===== config.mk =====
export PLATFORM = sky130hd
export DESIGN_NAME = feature_fetch
export DESIGN_NICKNAME = d
export VERILOG_FILES = /design/src/rtl/feature_pkg.sv /design/src/rtl/feature_fetch.sv
export SDC_FILE = /design/constraint.sdc
export NUM_CORES = 1
export LEC_CHECK = 0
export ABC_CLOCK_PERIOD_IN_PS = 14720
export BUFFER_PORTS_ARGS = -buffer_cell sky130_fd_sc_hd__buf_2
export CAP_MARGIN = 20
export CORE_MARGIN = 2
export CORE_UTILIZATION = 55
export DETAILED_ROUTE_END_ITERATION = 10
export GPL_ROUTABILITY_DRIVEN = 0
export GPL_TIMING_DRIVEN = 0
export PLACE_DENSITY = 0.88
export REMOVE_ABC_BUFFERS = 1
export SYNTH_ARGS = -nofsm -noshare
export SYNTH_HDL_FRONTEND = slang
export SYNTH_SLANG_ARGS = --single-unit

===== constraint.sdc =====
create_clock -name clk -period 14.72 [get_ports clk]
set_clock_uncertainty 0.2 [all_clocks]
set_input_delay 2.944 -clock clk [delete_from_list [all_inputs] [get_ports clk]]
set_output_delay 2.944 -clock clk [all_outputs]
set_load 0.02 [all_outputs]

===== src/rtl/feature_pkg.sv =====
`default_nettype none
// ============================================================================
//  Module      : feature_pkg
//  Description : Shared constants and types for the Haar feature record
//                format. Used by the feature fetcher, the classifier and
//                the rect-sum unit so all agree on field positions.
//  Revision    : 1.0 - initial release
// ============================================================================
package feature_pkg;

    // Record geometry: one header word followed by three rectangle words.
    localparam int c_REC_STRIDE   = 4;
    localparam int c_REC_SHIFT    = 2;     // log2(c_REC_STRIDE)
    localparam int c_NUM_RECTS    = 3;

    // Header word: rectangle count field.
    localparam int c_HDR_CNT_MSB  = 1;
    localparam int c_HDR_CNT_LSB  = 0;

    // Rectangle word fields.
    localparam int c_X_MSB        = 31;
    localparam int c_X_LSB        = 26;
    localparam int c_Y_MSB        = 25;
    localparam int c_Y_LSB        = 20;
    localparam int c_W_MSB        = 19;
    localparam int c_W_LSB        = 14;
    localparam int c_H_MSB        = 13;
    localparam int c_H_LSB        = 8;
    localparam int c_WT_MSB       = 7;
    localparam int c_WT_LSB       = 0;

    // Fetch controller states.
    typedef enum logic [1:0] {
        IDLE    = 2'd0,
        ISSUE   = 2'd1,
        CAPTURE = 2'd2,
        DONE    = 2'd3
    } fetch_state_e;

    // A feature record legally carries two or three rectangles.
    function automatic logic count_is_legal(input logic [1:0] cnt);
        return (cnt == 2'd2) || (cnt == 2'd3);
    endfunction

endpackage
`default_nettype wire


===== src/rtl/feature_fetch.sv =====
`default_nettype none
// ============================================================================
//  Module      : feature_fetch
//  Description : Requester-side controller for the Haar feature ROM. Accepts
//                a feature index, issues four sequential reads (header plus
//                three rectangles), captures the returned words and presents
//                the assembled record on a valid/ready output.
//  Revision    : 1.0 - initial release
//
//  Ports
//    clk        in   clock, rising edge
//    rst        in   asynchronous active-high reset
//    req_valid  in   feature request present
//    req_ready  out  idle, request can be accepted
//    req_index  in   feature number (sampled on acceptance only)
//    rom_addr   out  registered ROM read address
//    rom_data   in   ROM data, one clk after address is sampled
//    out_valid  out  assembled record available
//    out_ready  in   consumer accepts record
//    out_count  out  header rectangle count
//    out_rects  out  {rect2, rect1, rect0}
//    out_err    out  header count is not 2 or 3
// ============================================================================
module feature_fetch
    import feature_pkg::*;
#(
    parameter int                    ADDR_WIDTH   = 14,
    parameter int                    DATA_WIDTH   = 32,
    parameter int                    IDX_W        = 10,
    parameter logic [ADDR_WIDTH-1:0] FEATURE_BASE = 14'h1770
) (
    input  logic                      clk,
    input  logic                      rst,
    input  logic                      req_valid,
    output logic                      req_ready,
    input  logic [IDX_W-1:0]          req_index,
    output logic [ADDR_WIDTH-1:0]     rom_addr,
    input  logic [DATA_WIDTH-1:0]     rom_data,
    output logic                      out_valid,
    input  logic                      out_ready,
    output logic [1:0]                out_count,
    output logic [3*DATA_WIDTH-1:0]   out_rects,
    output logic                      out_err
);

    // Offset arithmetic is done wide enough to hold the shifted index, then
    // truncated so the base address wraps modulo 2^ADDR_WIDTH.
    localparam int c_EXT_W = (ADDR_WIDTH > IDX_W + c_REC_SHIFT) ?
                             ADDR_WIDTH : (IDX_W + c_REC_SHIFT);

    fetch_state_e              r_state_q,    w_state_d;
    logic [ADDR_WIDTH-1:0]     r_base_q,     w_base_d;
    logic [ADDR_WIDTH-1:0]     r_rom_addr_q, w_rom_addr_d;
    logic [1:0]                r_iss_cnt_q,  w_iss_cnt_d;
    logic [1:0]                r_cap_cnt_q,  w_cap_cnt_d;
    logic [1:0]                r_pipe_q,     w_pipe_d;
    logic [1:0]                r_hdr_cnt_q,  w_hdr_cnt_d;
    logic                      r_err_q,      w_err_d;
    logic [DATA_WIDTH-1:0]     r_rect0_q,    w_rect0_d;
    logic [DATA_WIDTH-1:0]     r_rect1_q,    w_rect1_d;
    logic [DATA_WIDTH-1:0]     r_rect2_q,    w_rect2_d;

    logic [c_EXT_W-1:0]        w_offset;
    logic [ADDR_WIDTH-1:0]     w_req_base;
    logic                      w_issue;
    logic [1:0]                w_rom_cnt;

    assign w_offset   = c_EXT_W'(req_index) << c_REC_SHIFT;
    assign w_req_base = FEATURE_BASE + w_offset[ADDR_WIDTH-1:0];
    assign w_rom_cnt  = rom_data[c_HDR_CNT_MSB:c_HDR_CNT_LSB];

    // ------------------------------------------------------------------
    // Next-state logic
    // ------------------------------------------------------------------
    always_comb begin
        w_state_d    = r_state_q;
        w_base_d     = r_base_q;
        w_rom_addr_d = r_rom_addr_q;
        w_iss_cnt_d  = r_iss_cnt_q;
        w_cap_cnt_d  = r_cap_cnt_q;
        w_hdr_cnt_d  = r_hdr_cnt_q;
        w_err_d      = r_err_q;
        w_rect0_d    = r_rect0_q;
        w_rect1_d    = r_rect1_q;
        w_rect2_d    = r_rect2_q;
        w_issue      = 1'b0;

        case (r_state_q)
            IDLE: begin
                // req_ready is high in IDLE, so req_valid alone is acceptance.
                if (req_valid) begin
                    w_base_d     = w_req_base;
                    w_rom_addr_d = w_req_base;
                    w_iss_cnt_d  = 2'd1;
                    w_cap_cnt_d  = 2'd0;
                    w_issue      = 1'b1;
                    w_state_d    = ISSUE;
                end
            end
            ISSUE: begin
                w_rom_addr_d = r_base_q + ADDR_WIDTH'(r_iss_cnt_q);
                w_iss_cnt_d  = r_iss_cnt_q + 2'd1;
                w_issue      = 1'b1;
                if (r_iss_cnt_q == 2'd3) begin
                    w_state_d = CAPTURE;
                end
            end
            CAPTURE: begin
                if (r_pipe_q[1] && (r_cap_cnt_q == 2'd3)) begin
                    w_state_d = DONE;
                end
            end
            DONE: begin
                if (out_ready) begin
                    w_state_d = IDLE;
                end
            end
            default: begin
                w_state_d = IDLE;
            end
        endcase

        // Capture runs independently of the issue state: a word returns
        // two edges after its address was registered (one to reach the
        // ROM, one for the ROM's own register), so it overlaps ISSUE.
        if (r_pipe_q[1]) begin
            w_cap_cnt_d = r_cap_cnt_q + 2'd1;
            case (r_cap_cnt_q)
                2'd0: begin
                    w_hdr_cnt_d = w_rom_cnt;
                    w_err_d     = ~count_is_legal(w_rom_cnt);
                end
                2'd1:    w_rect0_d = rom_data;
                2'd2:    w_rect1_d = rom_data;
                default: w_rect2_d = rom_data;
            endcase
        end

        w_pipe_d = {r_pipe_q[0], w_issue};
    end

    // ------------------------------------------------------------------
    // State registers
    // ------------------------------------------------------------------
    always_ff @(posedge clk or posedge rst) begin
        if (rst) begin
            r_state_q    <= IDLE;
            r_base_q     <= '0;
            r_rom_addr_q <= '0;
            r_iss_cnt_q  <= 2'd0;
            r_cap_cnt_q  <= 2'd0;
            r_pipe_q     <= 2'd0;
            r_hdr_cnt_q  <= 2'd0;
            r_err_q      <= 1'b0;
            r_rect0_q    <= '0;
            r_rect1_q    <= '0;
            r_rect2_q    <= '0;
        end else begin
            r_state_q    <= w_state_d;
            r_base_q     <= w_base_d;
            r_rom_addr_q <= w_rom_addr_d;
            r_iss_cnt_q  <= w_iss_cnt_d;
            r_cap_cnt_q  <= w_cap_cnt_d;
            r_pipe_q     <= w_pipe_d;
            r_hdr_cnt_q  <= w_hdr_cnt_d;
            r_err_q      <= w_err_d;
            r_rect0_q    <= w_rect0_d;
            r_rect1_q    <= w_rect1_d;
            r_rect2_q    <= w_rect2_d;
        end
    end

    // ------------------------------------------------------------------
    // Outputs
    // ------------------------------------------------------------------
    assign req_ready = (r_state_q == IDLE);
    assign out_valid = (r_state_q == DONE);
    assign rom_addr  = r_rom_addr_q;
    assign out_count = r_hdr_cnt_q;
    assign out_err   = r_err_q;

    // A two-rectangle record carries a don't-care third word; blank it so
    // downstream sums never pick up stale data.
    assign out_rects = {((r_hdr_cnt_q == 2'd2) ? {DATA_WIDTH{1'b0}} : r_rect2_q),
                        r_rect1_q, r_rect0_q};

endmodule
`default_nettype wire


==> results of run 1 <==
## cell usage after synthesis (2+ instances only)
cell type,number
a32o_1,2
mux2_2,102
inv_1,9
o21ai_0,18
nor2_1,7
nand2_1,25
mux2i_1,4
o31ai_1,3
clkbuf_1,6
nand2b_1,5
ha_1,11
o21a_1,2
o21ai_2,2
and2_1,32
dfrtp_1,133
buf_2,12
a21oi_1,9
a21o_1,2
nor3_1,6
and3_1,2
## how the worst min path moves through the flow
| stage | start | endpoint | slack (ns) | depth (start not counted) |
|---|---|---|---|---|
| 2_1_floorplan | r_pipe_q[0] | r_pipe_q[1] | 0.13 | 0 |
| 3_3_place_gp | r_pipe_q[0] | r_pipe_q[1] | 0.13 | 0 |
| 3_5_place_dp | r_pipe_q[0] | r_pipe_q[1] | 0.15 | 0 |
| 4_1_cts | r_pipe_q[0] | r_pipe_q[1] | 0.16 | 0 |
| 5_1_grt | r_pipe_q[0] | r_pipe_q[1] | 0.16 | 0 |
| 6_report | r_pipe_q[0] | r_pipe_q[1] | 0.15 | 0 |
## layer usage
metal	part of all wire [%]	vias to the layer above
met3	6.3	20
met5	0	-
met1	42	1916
met4	1.4	0
met2	50	148
li1	-	1750
## report_power, final
group	internal [W]	leakage (nW)	switching [W]
combinational	0.000350	1.55	0.000492
clock	0.000294	0.297	0.000149
sequential	0.000555	1.57	0.000103
total	0.00120	3.41	0.000744
## cell families after synthesis
kind of cell	Yosys count
multiplexers	107
adder cells (fa/ha/maj)	11
buffers and inverters	28
XOR/XNOR	2
AO/OA/AOI/OAI	48
AND/OR/NAND/NOR	79
flip-flops	133
## flip-flops by register name (all words and copies together) (netlist names)
| register | cells |
|---|---|
| r_rect0_q | 32 |
| r_rect1_q | 32 |
| r_rect2_q | 32 |
| rom_addr | 14 |
| r_base_q | 12 |
| out_count | 2 |
| r_cap_cnt_q | 2 |
| r_iss_cnt_q | 2 |
| r_pipe_q | 2 |
| r_state_q | 2 |
| out_err | 1 |
## per-stage QoR
step | hold WS, ns | util [%] | cell area [um^2] | power, W | setup slack (ns)
2_1_floorplan | 0.131 | - | 5470 | 0.00121 | 8.02
3_3_place_gp | 0.133 | 65.9 | 6440 | 0.00146 | 6.85
3_5_place_dp | 0.148 | 66.3 | 6480 | 0.00150 | 9.92
4_1_cts | 0.156 | 72.6 | 7090 | 0.00195 | 9.33
5_1_grt | 0.158 | 72.7 | 7110 | 0.00205 | 9.85
6_report | 0.147 | 72.7 | 7110 | 0.00194 | 9.91
## final cells by class
| cell class | instances | area [um^2] | share of cell area (%) |
|---|---|---|---|
| inverters | 10 | 42.5 | 0.598 |
| clock inverters | 10 | 180 | 2.53 |
| flip-flops and latches | 133 | 3330 | 46.8 |
| well taps | 133 | 166 | 2.34 |
| clock buffers | 20 | 435 | 6.13 |
| multi-input cells | 247 | 2110 | 29.7 |
| repair buffers | 162 | 843 | 11.9 |
## cells in the final DEF, fill, tap and decap left out, types with 2 or more instances in the layout
cell type	synthesis	layout
mux2i_1	4	4
nand2_1	25	22
nor2_1	7	7
bufinv_16	0	5
clkinv_2	0	3
and2_1	32	32
o21a_1	2	2
clkbuf_8	0	2
o21ai_0	18	18
mux2_2	102	102
and3_1	2	2
nand2b_1	5	5
a21o_1	2	2
clkinvlp_4	0	2
clkbuf_1	6	2
ha_1	11	11
nor3_1	6	6
clkbuf_16	0	16
inv_1	9	8
buf_2	12	160
dfrtp_1	133	133
nand2_2	0	3
a21oi_1	9	9
a32o_1	2	2
o21ai_2	2	2
o31ai_1	3	3
==> impl_metrics.ini, run 1 <==
[global_routing]
track_usage_pct = 24.1
grt_first_pass_wirelength_um = 20300
overflow = 0
grt_pass1_vias = 3923
grtUsageMet3_pct = 7.21
grt_util_met1_pct = 29.6
antenna_found_initial = 0
grt.busiest_layer = met2
met2_usage_pct = 40.5
grt_max_degree = 70

[sta]
tightest_slew_ns = 0.933
setup-tns-final_ns = 0
relSlewSlack_pct = 36.5
rsz0062_at_grt = false
max_freq_mhz = 208
period_share_pct = 32.7
report.final.hold_viol_count = 0
finalCriticalPeriod_ns = 4.81
final_max_slew_viol_count = 0
setup_viol = 0

[cts]
cts_sinks = 133
cts-htree-levels = 4
clkTransAtPathRegs_ns = 0.06
cts.path.max_buffers = 2
root_buffer = clkbuf_8
cts_tree = built
cts_resized = 0
cts_inserted_buffers = 17
cts_hold_buffers = 0
clkLatencyLatePin_ns = 0.52
cts_setup_buffers = 0

[run_status]
status = finished clean

[power_and_ir_drop]
peakVddDrop_uv = 145
p_leak_nw = 3.41
cellPowerDensity_mw_per_mm2 = 273

[setup_path]
critical_path_class = reg -> out
critPathCapture = out_rects[66]
r2r_end = rom_addr[12]
cp-start-kind = flip-flop
r2r_cells = 6
crit_buf_inv = 2
rrSetupSlack_ns = 11.84
crit_path_end_kind = primary output
crit_family = simple AND/OR/NAND/NOR gates
crit_cells = 4
cpMaxStageDelayCell = dfrtp_1
arrival_ns = 1.66
max_stage_delay_ns = 0.39
critPathLaunch = out_count[0]
rr_startpoint = r_state_q[1]
required_ns = 11.58
worstPathMaxFanout = 30
cp_cell_sequence = nand2b_1, buf_8, and2_1, buf_2

[placed_design]
dp_hpwl_um = 8380
dp.cells = 684
place.port_buffers = 160

[cells_and_area]
n_fill_cell = 642
finalNetCount = 628
layout.cells.non_filler = 715
drive_gt1_share_pct = 51.9
syn2layout_area_growth_pct = 28.0
diodes = 0

[die]
die-area_mm2 = 0.0109
coreArea_mm2 = 0.00977
rows = 36
initial_core_util_pct = 56.8
die_height_um = 104
die_w_um = 104
ios = 161

[detailed_routing]
drt_pass1_iterations = 4
detailroute.via_count = 3834
drtAntennaViolNets = 0
routedWlPerCell_um = 17.4
vias_per_cell = 5.36
drcViolationCount = 0
initialDrtViolationCount = 138
wl_um = 12500

[synthesis]
synth_top_family_by_area = multiplexers
synth-edff-count = 0
synthCells = 408
synthAdderAreaFrac_pct = 2.48
synth-simple-area-share_pct = 7.32
synth_xor_area_share_pct = 0.315
ys_warn_count = 0
ys_ff_latch = 133
syn_area_mm2 = 0.00555
synth_cell_type_count = 36
seq_area_frac_synth_pct = 59.9
synth_flop_cell = dfrtp_1
muxShareOfSynthArea_pct = 21.7
synthArstFlopShare_pct = 100
avgSynthCellArea_um2 = 13.6
synth-compound-area-share_pct = 6.13
netlist.area_leader.share_pct = 59.9
synth_top_cell_by_area = dfrtp_1
yosys-top-cells-area = dfrtp_1, mux2_2, and2_1

[worst_hold_path]
hp-class = reg -> reg

[flow_run]
cap_violations = 0
No activity file was read; power rests on OpenSTA's default activity.
==> run 2: changes to the inputs <==
--- a/config.mk
+++ b/config.mk
@@ -5,15 +5,16 @@
 export SDC_FILE = /design/constraint.sdc
 export NUM_CORES = 1
 export LEC_CHECK = 0
-export ABC_CLOCK_PERIOD_IN_PS = 14720
+export ABC_AREA = 1
+export ABC_CLOCK_PERIOD_IN_PS = 4400
 export BUFFER_PORTS_ARGS = -buffer_cell sky130_fd_sc_hd__buf_2
 export CAP_MARGIN = 20
 export CORE_MARGIN = 2
-export CORE_UTILIZATION = 55
+export CORE_UTILIZATION = 47
 export DETAILED_ROUTE_END_ITERATION = 10
 export GPL_ROUTABILITY_DRIVEN = 0
 export GPL_TIMING_DRIVEN = 0
-export PLACE_DENSITY = 0.88
+export PLACE_DENSITY = 0.8
 export REMOVE_ABC_BUFFERS = 1
 export SYNTH_ARGS = -nofsm -noshare
 export SYNTH_HDL_FRONTEND = slang
==> constraint.sdc (replaced) <==
create_clock -name clk -period 4.4 [get_ports clk]
set_clock_uncertainty 0.2 [all_clocks]
set_input_delay 0.88 -clock clk [delete_from_list [all_inputs] [get_ports clk]]
set_output_delay 0.88 -clock clk [all_outputs]
set_load 0.02 [all_outputs]
==> run 2 against run 1 <==
Register-to-register slack worse by 9.8 ns. Sequential power grew to 3.3 times the previous value. Non-clock buffer count up 3. Die area rose by 16%. Final area fell by 0.11%. Area after synthesis down 0.59%. Flip-flop and latch count did not move. Worst hold slack gained 0.011 ns. Global-route usage fell by 3.7 points. Final cell count up 30%. Clock-buffer cell count grew 3. Critical endpoint is now out_rects[91].
==> impl_metrics.ini, run 2 <==
[detailed_routing]
drcViolationCount = 0
detailroute.via_count = 4569
wl_um = 12600
drt_pass1_iterations = 7
initialDrtViolationCount = 395
vias_per_cell = 4.90
routedWlPerCell_um = 13.5
drtAntennaViolNets = 0

[sta]
finalCriticalPeriod_ns = 2.94
tightest_slew_ns = 0.702
holdWs_ns = 0.159
rsz0062_at_grt = false
relSlewSlack_pct = 53.1
max_freq_mhz = 340
period_share_pct = 66.8
layout_setup_ws_ns = 1.46
setup_viol = 0
final_max_slew_viol_count = 0
report.final.hold_viol_count = 0

[synthesis]
ys_warn_count = 0
ys_ff_latch = 133
netlist.area_leader.share_pct = 60.3
synth_cell_type_count = 23
synth_most_common_cell = nand2_1
seq_area_frac_synth_pct = 60.3
synth_top_cell_by_area = dfrtp_1
avgSynthCellArea_um2 = 8.86
synth-edff-count = 0
synth_flop_cell = dfrtp_1
syn_area_mm2 = 0.00552
synth.top_cells.by_count = nand2_1, dfrtp_1, o21ai_0, inv_1, nor2_1
yosys-top-cells-area = dfrtp_1, nand2_1, o21ai_0
synthArstFlopShare_pct = 100
synthCells = 623

[placed_design]
dp_hpwl_um = 8570
dp.cells = 901
dp_slack_ns = 1.81
place.port_buffers = 160

[die]
die_height_um = 112
ios = 161
die_w_um = 112
rows = 39
initial_core_util_pct = 48.3
die-area_mm2 = 0.0126
coreArea_mm2 = 0.0114

[global_routing]
track_usage_pct = 20.4
overflow = 0
grt_max_degree = 82
antenna_found_initial = 0
grt_first_pass_wirelength_um = 20600
grt_pass1_vias = 4188

[cts]
root_buffer = clkbuf_16
cts_setup_buffers = 0
cts_inserted_buffers = 17
cts_tree = built
cts_resized = 0
cts_sinks = 133
clkLatencyLatePin_ns = 0.41
cts_hold_buffers = 0
clkTransAtPathRegs_ns = 0.06
cts.path.max_buffers = 2
cts-htree-levels = 4

[cells_and_area]
final_common_cell = nand2_1
syn2layout_area_growth_pct = 28.6
diodes = 0
layout.cells.non_filler = 932
finalNetCount = 834
drive_gt1_share_pct = 26.0
top_regs = r_rect0_q: 32 flops, r_rect1_q: 32 flops, r_rect2_q: 32 flops
final_cell_mix = nand2_1, buf_2, dfrtp_1, o21ai_0, inv_1

[power_and_ir_drop]
intPower_w = 0.00363
switching_share_pct = 42.0
p_leak_nw = 3.93
finalPower_w = 0.00626
cellPowerDensity_mw_per_mm2 = 881
pwr-share-comb_pct = 42.8
p_clk_share_pct = 22.4
power_frac_seq_pct = 34.8
p_sw_w = 0.00263
peakVddDrop_uv = 596

[setup_path]
crit_cells = 4
critPathLaunch = out_count[0]
worstPathMaxFanout = 21
crit_family = simple AND/OR/NAND/NOR gates
r2r_cells = 8
max_stage_delay_ns = 0.57
arrival_ns = 1.86
cp-start-kind = flip-flop
crit_buf_inv = 2
cpMaxStageDelayCell = nor2_2
rr_startpoint = r_state_q[0]
cp_cell_sequence = nor2_2, buf_16, nor2_1, buf_2
crit_path_end_kind = primary output
critical_path_class = reg -> out
required_ns = 3.32

[flow_run]
cap_violations = 0

[worst_hold_path]
worstHoldStart = r_pipe_q[0]
hold_depth = 0
hp-class = reg -> reg

[run_status]
status = finished clean
run 2: changes by cell type after synthesis, sizes merged, moves of 4 or more:
cell	delta
nand2	+140
mux2	-102
o21ai	+94
inv	+75
nor2	+50
and2	-32
nand3	+8
clkbuf	+7
buf	+5
mux2i	-5
nand2b	-5
nor3	-5
a31oi	+4
run 2: cells by family (layout without fill, tap and decap cells):
group / after synthesis / count (layout) / share of synthesized area [%]
XOR/XNOR: 3 / 3 / 0.476
buffers and inverters: 114 / 280 / 8.25
flip-flops: 133 / 133 / 60.3
AND/OR/NAND/NOR: 231 / 231 / 16.0
AO/OA/AOI/OAI: 131 / 131 / 12.4
adder cells (fa/ha/maj): 11 / 11 / 2.49
run 2: metal layers:
| layer | share of wire [%] | GRT usage [%] | up-vias | routed length, um |
|---|---|---|---|---|
| met5 | 0 | 0 | - | 0 |
| met4 | 1.7 | 7.80 | 0 | 216 |
| met3 | 7.7 | 5.78 | 16 | 974 |
| met2 | 45 | 31.0 | 185 | 5700 |
| met1 | 45 | 28.1 | 2128 | 5730 |
| li1 | - | - | 2240 | - |
run 2: worst paths after layout:
path | slack, ns | to
hold reg to reg | 0.16 | r_pipe_q[1]
setup / recovery | 1.46 | out_rects[91]
hold / removal | 0.16 | r_pipe_q[1]
min in group asynchronous | 0.30 | rom_addr[8]
max in group asynchronous | 2.95 | r_rect2_q[21]
setup reg to reg | 2.04 | r_iss_cnt_q[0]
run 2: area by class of cell:
type                       instances  area (um^2)
fill                             965         4320
sequential                       133         3330
multi-input combinational        376         1750
timing repair buffer             165          931
clock buffer                      23          498
inverter                          84          320
tap                              143          179
clock inverter                     8         97.6
run 2: metrics by stage:
step	cell area (um^2)	util [%]	TNS [ns]
CTS	7100	62.2	0
detailed placement	6500	57.0	0
finish	7100	62.2	0
global placement	6360	55.7	-221.10
global route	7100	62.2	0
floorplan	5380	-	-31.18
run 2: power groups by stage:
stage	combinational [W]	clock, W	sequential, W
6_report	0.00268	0.00140	0.00218
5_1_grt	0.00297	0.00147	0.00224
4_1_cts	0.00271	0.00142	0.00217
3_5_place_dp	0.00270	0	0.00217
3_3_place_gp	0.00254	0	0.00216
2_1_floorplan	0.00127	0	0.00259
==> run 3: changes to the inputs <==
--- a/config.mk
+++ b/config.mk
@@ -6,15 +6,15 @@
 export NUM_CORES = 1
 export LEC_CHECK = 0
 export ABC_AREA = 1
-export ABC_CLOCK_PERIOD_IN_PS = 4400
+export ABC_CLOCK_PERIOD_IN_PS = 3050
 export BUFFER_PORTS_ARGS = -buffer_cell sky130_fd_sc_hd__buf_2
 export CAP_MARGIN = 20
 export CORE_MARGIN = 2
-export CORE_UTILIZATION = 47
+export CORE_UTILIZATION = 52
 export DETAILED_ROUTE_END_ITERATION = 10
 export GPL_ROUTABILITY_DRIVEN = 0
 export GPL_TIMING_DRIVEN = 0
-export PLACE_DENSITY = 0.8
+export PLACE_DENSITY = 0.84
 export REMOVE_ABC_BUFFERS = 1
 export SYNTH_ARGS = -nofsm -noshare
 export SYNTH_HDL_FRONTEND = slang
==> constraint.sdc (replaced) <==
create_clock -name clk -period 3.05 [get_ports clk]
set_clock_uncertainty 0.2 [all_clocks]
set_input_delay 0.61 -clock clk [delete_from_list [all_inputs] [get_ports clk]]
set_output_delay 0.61 -clock clk [all_outputs]
set_load 0.02 [all_outputs]
==> run 3 against run 2 <==
Critical path depth did not move. Final area fell by 0.21%. Register-to-register slack got worse by 1.3 ns. Critical endpoint is now out_rects[81]. Largest cell class unchanged.
==> impl_metrics.ini, run 3 (synthesized netlist as in run 2, its figures left out) <==
[run_status]
status = finished clean

[sta]
tightest_slew_ns = 0.666
max_freq_mhz = 367
relSlewSlack_pct = 55.5
setup_viol = 0
final_max_slew_viol_count = 0
report.final.hold_viol_count = 0
layout_setup_ws_ns = 0.322
finalCriticalPeriod_ns = 2.73
period_share_pct = 89.5
rsz0062_at_grt = false

[die]
coreArea_mm2 = 0.0103
initial_core_util_pct = 53.5
rows = 37
die-area_mm2 = 0.0115
ios = 161
die_height_um = 107
die_w_um = 107

[cts]
cts_sinks = 133
root_buffer = clkbuf_8
clkTransAtPathRegs_ns = 0.06
clkLatencyLatePin_ns = 0.50
cts.path.max_buffers = 2
cts_tree = built
cts_inserted_buffers = 17
cts_resized = 0
cts-htree-levels = 4

[setup_path]
required_ns = 2.24
crit_path_end_kind = primary output
cp-start-kind = flip-flop
critical_path_class = reg -> out
worstPathMaxFanout = 22
arrival_ns = 1.92

[global_routing]
antenna_found_initial = 0
grt_first_pass_wirelength_um = 21500
grt_max_degree = 87
grt_pass1_vias = 4402
track_usage_pct = 24.0
overflow = 0

[power_and_ir_drop]
p_leak_nw = 3.92
peakVddDrop_uv = 571
cellPowerDensity_mw_per_mm2 = 1270

[cells_and_area]
top_regs = r_rect0_q: 32 flops, r_rect1_q: 32 flops, r_rect2_q: 32 flops
drive_gt1_share_pct = 26.2
syn2layout_area_growth_pct = 28.4
finalNetCount = 835
final_common_cell = nand2_1
layout.cells.non_filler = 927
final_cell_mix = nand2_1, buf_2, dfrtp_1, o21ai_0, inv_1
diodes = 0

[detailed_routing]
drcViolationCount = 0
vias_per_cell = 4.99
initialDrtViolationCount = 370
drtAntennaViolNets = 0
drt_pass1_iterations = 5
detailroute.via_count = 4624
routedWlPerCell_um = 14.0
wl_um = 13000

[placed_design]
place.port_buffers = 160
dp_slack_ns = 0.724
dp.cells = 894
dp_hpwl_um = 8970

[flow_run]
cap_violations = 0

[worst_hold_path]
hp-class = in -> reg
-- run 3: metrics by stage --
stage,utilization [%],power (W),TNS [ns],instance area (um^2),hold WS (ns)
2_1_floorplan,-,0.00557,-174.82,5380,0.131
3_3_place_gp,61.5,0.00677,-344.21,6350,0.133
3_5_place_dp,62.8,0.00705,0,6480,0.140
4_1_cts,68.6,0.00908,0,7090,0.0919
5_1_grt,68.6,0.00967,0,7090,0.107
6_report,68.6,0.00902,0,7090,0.115
-- run 3: worst paths after layout --
| check | startpoint | endpoint | slack [ns] | depth (start not counted) |
|---|---|---|---|---|
| setup / recovery | out_count[0] | out_rects[81] | 0.32 | 4 |
| hold / removal | req_index[1] | r_base_q[3] | 0.12 | 3 |
| setup reg to reg | r_state_q[0] | r_iss_cnt_q[0] | 0.71 | 8 |
| hold reg to reg | r_pipe_q[0] | r_pipe_q[1] | 0.16 | 0 |
| max in group asynchronous | rst | r_rect1_q[28] | 1.43 | 4 |
| min in group asynchronous | rst | rom_addr[11] | 0.47 | 3 |
-- run 3: worst max-delay path, cell delays in order (launching register included) --
cell	delay (ns)
dfrtp_1	0.40
nor2_2	0.54
buf_16	0.24
nor2_1	0.07
buf_2	0.16
-- run 3: per-layer routing --
metal,GRT usage [%],part of all wire (%),up-vias
li1,-,-,2253
met3,6.63,6.5,12
met4,6.86,0.93,0
met1,31.3,43,2176
met5,0,0,-
met2,39.6,50,183
-- run 3: where the power goes --
group          switching [W]  internal [W]  leakage [nW]  total, W
sequential          0.000490       0.00265          1.62   0.00314
combinational        0.00262       0.00128          2.03   0.00389
clock               0.000737       0.00125         0.278   0.00198
-- run 3: area by class of cell --
type                       instances  area, um^2
multi-input combinational        376        1750
inverter                          84         320
timing repair buffer             166         926
fill                             796        3240
clock inverter                    11         125
sequential                       133        3330
clock buffer                      21         469
tap                              136         170
-- run 3: timing repair --
item | in CTS | in global routing
hold endpoints to repair | 47 | 0
buffers inserted | 0 | 0
hold buffers | 1 | 0
